===== config.mk =====
export PLATFORM = sky130hd
export DESIGN_NAME = pipelined_tree_adder
export DESIGN_NICKNAME = d
export VERILOG_FILES = /design/src/rtl/pipelined_tree_adder.sv
export SDC_FILE = /design/constraint.sdc
export NUM_CORES = 1
export LEC_CHECK = 0
export CAP_MARGIN = 20
export CELL_PAD_IN_SITES_DETAIL_PLACEMENT = 1
export CELL_PAD_IN_SITES_GLOBAL_PLACEMENT = 2
export CORE_ASPECT_RATIO = 1.5
export CORE_MARGIN = 4
export CORE_UTILIZATION = 36
export DETAILED_ROUTE_END_ITERATION = 8
export PLACE_DENSITY = 0.84
export SYNTH_ARGS = -nofsm -noshare
export SYNTH_HDL_FRONTEND = slang
export SYNTH_SLANG_ARGS = --single-unit

===== constraint.sdc =====
create_clock -name clk -period 6.8 [get_ports clk]
set_input_delay 1.36 -clock clk [delete_from_list [all_inputs] [get_ports clk]]
set_output_delay 1.36 -clock clk [all_outputs]
set_load 0.05 [all_outputs]

===== src/rtl/pipelined_tree_adder.sv =====
// Pipelined signed tree adder: an input register, log2(N_IN) registered pairwise-sum levels,
// and a packet accumulator whose result is saturated or wrapped to WIDTH with overflow flag.
module pipelined_tree_adder #(
    parameter int WIDTH    = 16,
    parameter int N_IN     = 8,
    parameter int ACC_GROW = 8,
    parameter bit SATURATE = 1'b1
) (
    input  logic                    clk,
    input  logic                    rst,
    input  logic [N_IN*WIDTH-1:0]   in_data,
    input  logic                    in_last,
    input  logic                    in_valid,
    output logic                    in_ready,
    output logic [WIDTH-1:0]        out_data,
    output logic                    out_ovf,
    output logic                    out_valid,
    input  logic                    out_ready
);

    localparam int L  = $clog2(N_IN);
    localparam int AW = WIDTH + L + ACC_GROW;

    localparam logic signed [AW-1:0] C_MAX = {{(AW-WIDTH+1){1'b0}}, {(WIDTH-1){1'b1}}};
    localparam logic signed [AW-1:0] C_MIN = {{(AW-WIDTH+1){1'b1}}, {(WIDTH-1){1'b0}}};
    localparam logic [WIDTH-1:0]     C_POS = {1'b0, {(WIDTH-1){1'b1}}};
    localparam logic [WIDTH-1:0]     C_NEG = {1'b1, {(WIDTH-1){1'b0}}};

    logic w_en;
    assign w_en     = !out_valid || out_ready;
    assign in_ready = w_en;

    logic [N_IN*WIDTH-1:0] r_in_data;
    logic                  r_in_vld;
    logic                  r_in_last;

    // Input capture stage; payload is taken only from accepted beats
    always_ff @(posedge clk) begin
        if (rst) begin
            r_in_vld  <= 1'b0;
            r_in_last <= 1'b0;
            r_in_data <= '0;
        end else if (w_en) begin
            r_in_vld <= in_valid;
            if (in_valid) begin
                r_in_data <= in_data;
                r_in_last <= in_last;
            end
        end
    end

    for (genvar k = 1; k <= L; k++) begin : g_lvl
        localparam int W = WIDTH + k;
        localparam int N = N_IN >> k;
        logic signed [W-1:0] r_sum [N];
        logic signed [W-1:0] w_a   [N];
        logic signed [W-1:0] w_b   [N];
        logic                r_vld;
        logic                r_last;
        logic                w_pvld;
        logic                w_plast;

        // Each level grows by one bit so pairwise sums can never overflow
        if (k == 1) begin : g_src
            assign w_pvld  = r_in_vld;
            assign w_plast = r_in_last;
            for (genvar j = 0; j < N; j++) begin : g_pair
                assign w_a[j] = W'($signed(r_in_data[(2*j)*WIDTH +: WIDTH]));
                assign w_b[j] = W'($signed(r_in_data[(2*j+1)*WIDTH +: WIDTH]));
            end
        end else begin : g_src
            assign w_pvld  = g_lvl[k-1].r_vld;
            assign w_plast = g_lvl[k-1].r_last;
            for (genvar j = 0; j < N; j++) begin : g_pair
                assign w_a[j] = W'(g_lvl[k-1].r_sum[2*j]);
                assign w_b[j] = W'(g_lvl[k-1].r_sum[2*j+1]);
            end
        end

        // Adder level register, advancing with the global enable
        always_ff @(posedge clk) begin
            if (rst) begin
                r_vld  <= 1'b0;
                r_last <= 1'b0;
                for (int j = 0; j < N; j++) r_sum[j] <= '0;
            end else if (w_en) begin
                r_vld  <= w_pvld;
                r_last <= w_plast;
                for (int j = 0; j < N; j++) r_sum[j] <= w_a[j] + w_b[j];
            end
        end
    end

    logic signed [AW-1:0] r_acc;
    logic                 r_first;
    logic signed [AW-1:0] w_tree;
    logic signed [AW-1:0] w_sum;
    logic                 w_ovf;
    logic [WIDTH-1:0]     w_res;
    logic                 w_tvld;
    logic                 w_tlast;
    logic                 w_load;

    assign w_tree  = AW'(g_lvl[L].r_sum[0]);
    assign w_tvld  = g_lvl[L].r_vld;
    assign w_tlast = g_lvl[L].r_last;
    assign w_load  = w_en && w_tvld && w_tlast;

    // Packet sum and its conversion to the output width
    always_comb begin
        w_sum = w_tree;
        if (!r_first) begin
            w_sum = r_acc + w_tree;
        end else begin
            w_sum = w_tree;
        end
        w_ovf = (w_sum > C_MAX) || (w_sum < C_MIN);
        w_res = w_sum[WIDTH-1:0];
        if (SATURATE && w_ovf) begin
            w_res = w_sum[AW-1] ? C_NEG : C_POS;
        end else begin
            w_res = w_sum[WIDTH-1:0];
        end
    end

    // Accumulator and output register; a load wins over a consume in the same cycle
    always_ff @(posedge clk) begin
        if (rst) begin
            r_acc     <= '0;
            r_first   <= 1'b1;
            out_data  <= '0;
            out_ovf   <= 1'b0;
            out_valid <= 1'b0;
        end else begin
            if (w_en && w_tvld) begin
                if (w_tlast) begin
                    r_acc   <= '0;
                    r_first <= 1'b1;
                end else begin
                    r_acc   <= w_sum;
                    r_first <= 1'b0;
                end
            end
            if (w_load) begin
                out_data  <= w_res;
                out_ovf   <= w_ovf;
                out_valid <= 1'b1;
            end else if (out_valid && out_ready) begin
                out_valid <= 1'b0;
            end
        end
    end

endmodule


==> metrics <==
CTS sink cnt 305; CTS tree yes; Worst IR Drop VDD approximately 0.11 mV; Core ar. approximately 47000 um2; RSZ-0062 raised after global routing no; fmax 0.213 GHz; Final WS setup roughly 2.1 ns; Setup violations, final 0; met2 wire len 25800 um; Final Max Slew Viols 0; Crit Path Class in -> out; Die H 276 um; Data arrival, critical path approximately 3.3 ns; register area 7340 um2; highest routed layer met4; vias per cell ~5.3; cts hold-fix bufs 0; die width 187 um; final hold vios 0; Max Cap Violations 0; outcome completed; initial antenna violation count 0; first-pass GRT wire length 76100 um; Worst Setup Start Kind input port; most frequent cell after synthesis nand2_1; worst-margin pin slew between 1 and 1.5 ns; Tmin final 4.70 ns; syn nets 2231; # diodes 0; CTS H-Tree Depth 2; syn_area_per_cell a little under 9 um2; worst skew pair latency about 0.53 ns; overall routing resource usage 0.178; share of cells above drive strength 1 0.0556; FILL cells between 5000 and 6000; CP bufs+invs 4; Final TNS setup 0 ns; Residual DRC 0; Post-CTS Setup Inserts 0; pin count of the biggest net entering global routing ~100; # IOs 152; top cell family by delay on the critical path buffers and inverters; worst slack, placed 2.09 ns; Pwr per Cell Area 235 nW/um2; average wire per standard cell around 17 um; hpwl dp approximately 35000 um; Crit path top cell by count clkdlybuf4s50_1; top cell type by total area after synthesis edfxtp_1; Synth-to-Final Area Change 18.6%; GRT overflow 0; Final ANT Viol Nets 0; Total Routed Length 46800 um; starting density of the core 0.366; WL met1 18300 um; clk root buf clkbuf_16; LEAKAGE 8.44 nW; CP endpoint kind primary output; Seq/Total Area, Yosys 0.426; CP Cell Sequence clkdlybuf4s50_1 > nor2b_1 > buf_4 > inv_1 > clkdlybuf4s50_1; number of synthesized flops with an enable pin 123; Die Area just over 50000 um2; Worst-path clk slew around 0.06 ns; worst flop-to-flop path startpoint g_lvl[3].r_sum[0][1]; CP max stage delay a little over 0.9 ns; #FFs+latches synth 305; Crit. Startpoint out_ready; Synth Cell Area approximately 17000 um2; Slew HR 0.309; IO Port Bufs 151; DRT iter0 DRCs slightly above 500; final net count roughly 2300; post_cts resized 0; gpl congestion 0.825; met3 routed WL 1010 um; Primary FF master, synth dfxtp_1; Multi-input gate area roughly 9000 um2; Synth area leaders edfxtp_1 (21%), dfxtp_1 (21%), ha_1 (10%), nand2_1 (7.3%), a21oi_1 (7.0%); vias in the first global route approximately 15000; Synth top cells by count nand2_1 (333), a21oi_1 (239), nor2_1 (199), dfxtp_1 (182), ha_1 (142); hold path startpoint g_lvl[1].r_vld; CP Max Fanout 14; FP Rows 97; Critical-path top delay cell clkdlybuf4s50_1; Hold WC Path Type reg -> reg; Pre-Repair DR Iteration Count 4; Clock Path Buffers 3; Cells after Synth approximately 2000; synth unique cells between 80 and 90; Layout Skew ~0.0096 ns; Async SR Flop Fraction 0; synth warn 0; Worst EP required roughly 5.4 ns; period utilization 0.691; vias about 14000; TritonCTS Buffers 34; top cell type's share of synthesized area 0.215
path summary, 6_finish.rpt:
| check | to | slack (ns) | cells after the start |
|---|---|---|---|
| worst max-delay path | in_ready | 2.10 | 5 |
| worst max register to register | out_data[14] | 2.43 | 10 |
| worst min-delay path | g_lvl[1].r_vld | 0.45 | 2 |
| worst min register to register | g_lvl[1].r_vld | 0.45 | 2 |
final cells by class:
type                       count  share of cell area
multi-input combinational   1483               0.454
clock inverter                16             0.00877
timing repair buffer         163              0.0785
tap                          594              0.0364
clock buffer                  46              0.0490
inverter                      73              0.0134
sequential                   305               0.359
flip-flops by register name, indices dropped and copies added, names as in the netlist:
register	count
g_lvl.r_sum	123
r_first	1
out_data	16
g_lvl.r_last	3
g_lvl.w_plast	1
r_in_data	128
g_lvl.r_vld	3
r_acc	27
out_ovf	1
g_lvl.w_pvld	1
out_valid	1
cell families after synthesis:
group	count (synthesis)	share of synthesized area
buffers and inverters	160	0.0364
muxes	8	0.00487
AOI/OAI and AO/OA	490	0.184
xor gates and xnor gates	82	0.0417
adders and majority gates	150	0.113
DFF	305	0.426
and+or+nand+nor	753	0.194
layer usage:
layer,GRT usage,vias up
met5,0,-
met4,0.0687,0
met3,0.0178,80
met2,0.359,167
met1,0.188,6808
li1,-,7100
through the flow:
step	util	hold slack (ns)	instance area, um2	instances	power, mW
5_1_grt	0.435	0.478	20400	2680	5.02
6_report	0.435	0.455	20400	2680	4.79
3_5_place_dp	0.409	0.448	19200	2618	2.88
2_1_floorplan	-	0.432	17200	1948	2.62
3_3_place_gp	0.409	0.442	19200	2618	2.86
4_1_cts	0.435	0.457	20400	2680	4.86
power by group:
group	switching, mW	internal, mW
Combinational	0.414	0.324
Sequential	0.0748	2.03
Clock	0.759	1.19
Total	1.25	3.54
worst min-delay path, delay by kind of cell (launching register included):
kind,cells,cell delay [ns]
flops,1,0.31
simple gates,1,0.05
compound gates,1,0.05
cell usage in the layout, fill, tap and decap left out, types with 57 or more instances in the layout:
cell type	count
inv_1	73
nor2_1	198
dfxtp_1	182
o21ai_0	65
a21oi_1	239
nor3_1	57
ha_1	142
clkdlybuf4s50_1	150
edfxtp_1	123
nand2_1	332
No activity file was read; power rests on OpenSTA's default activity.
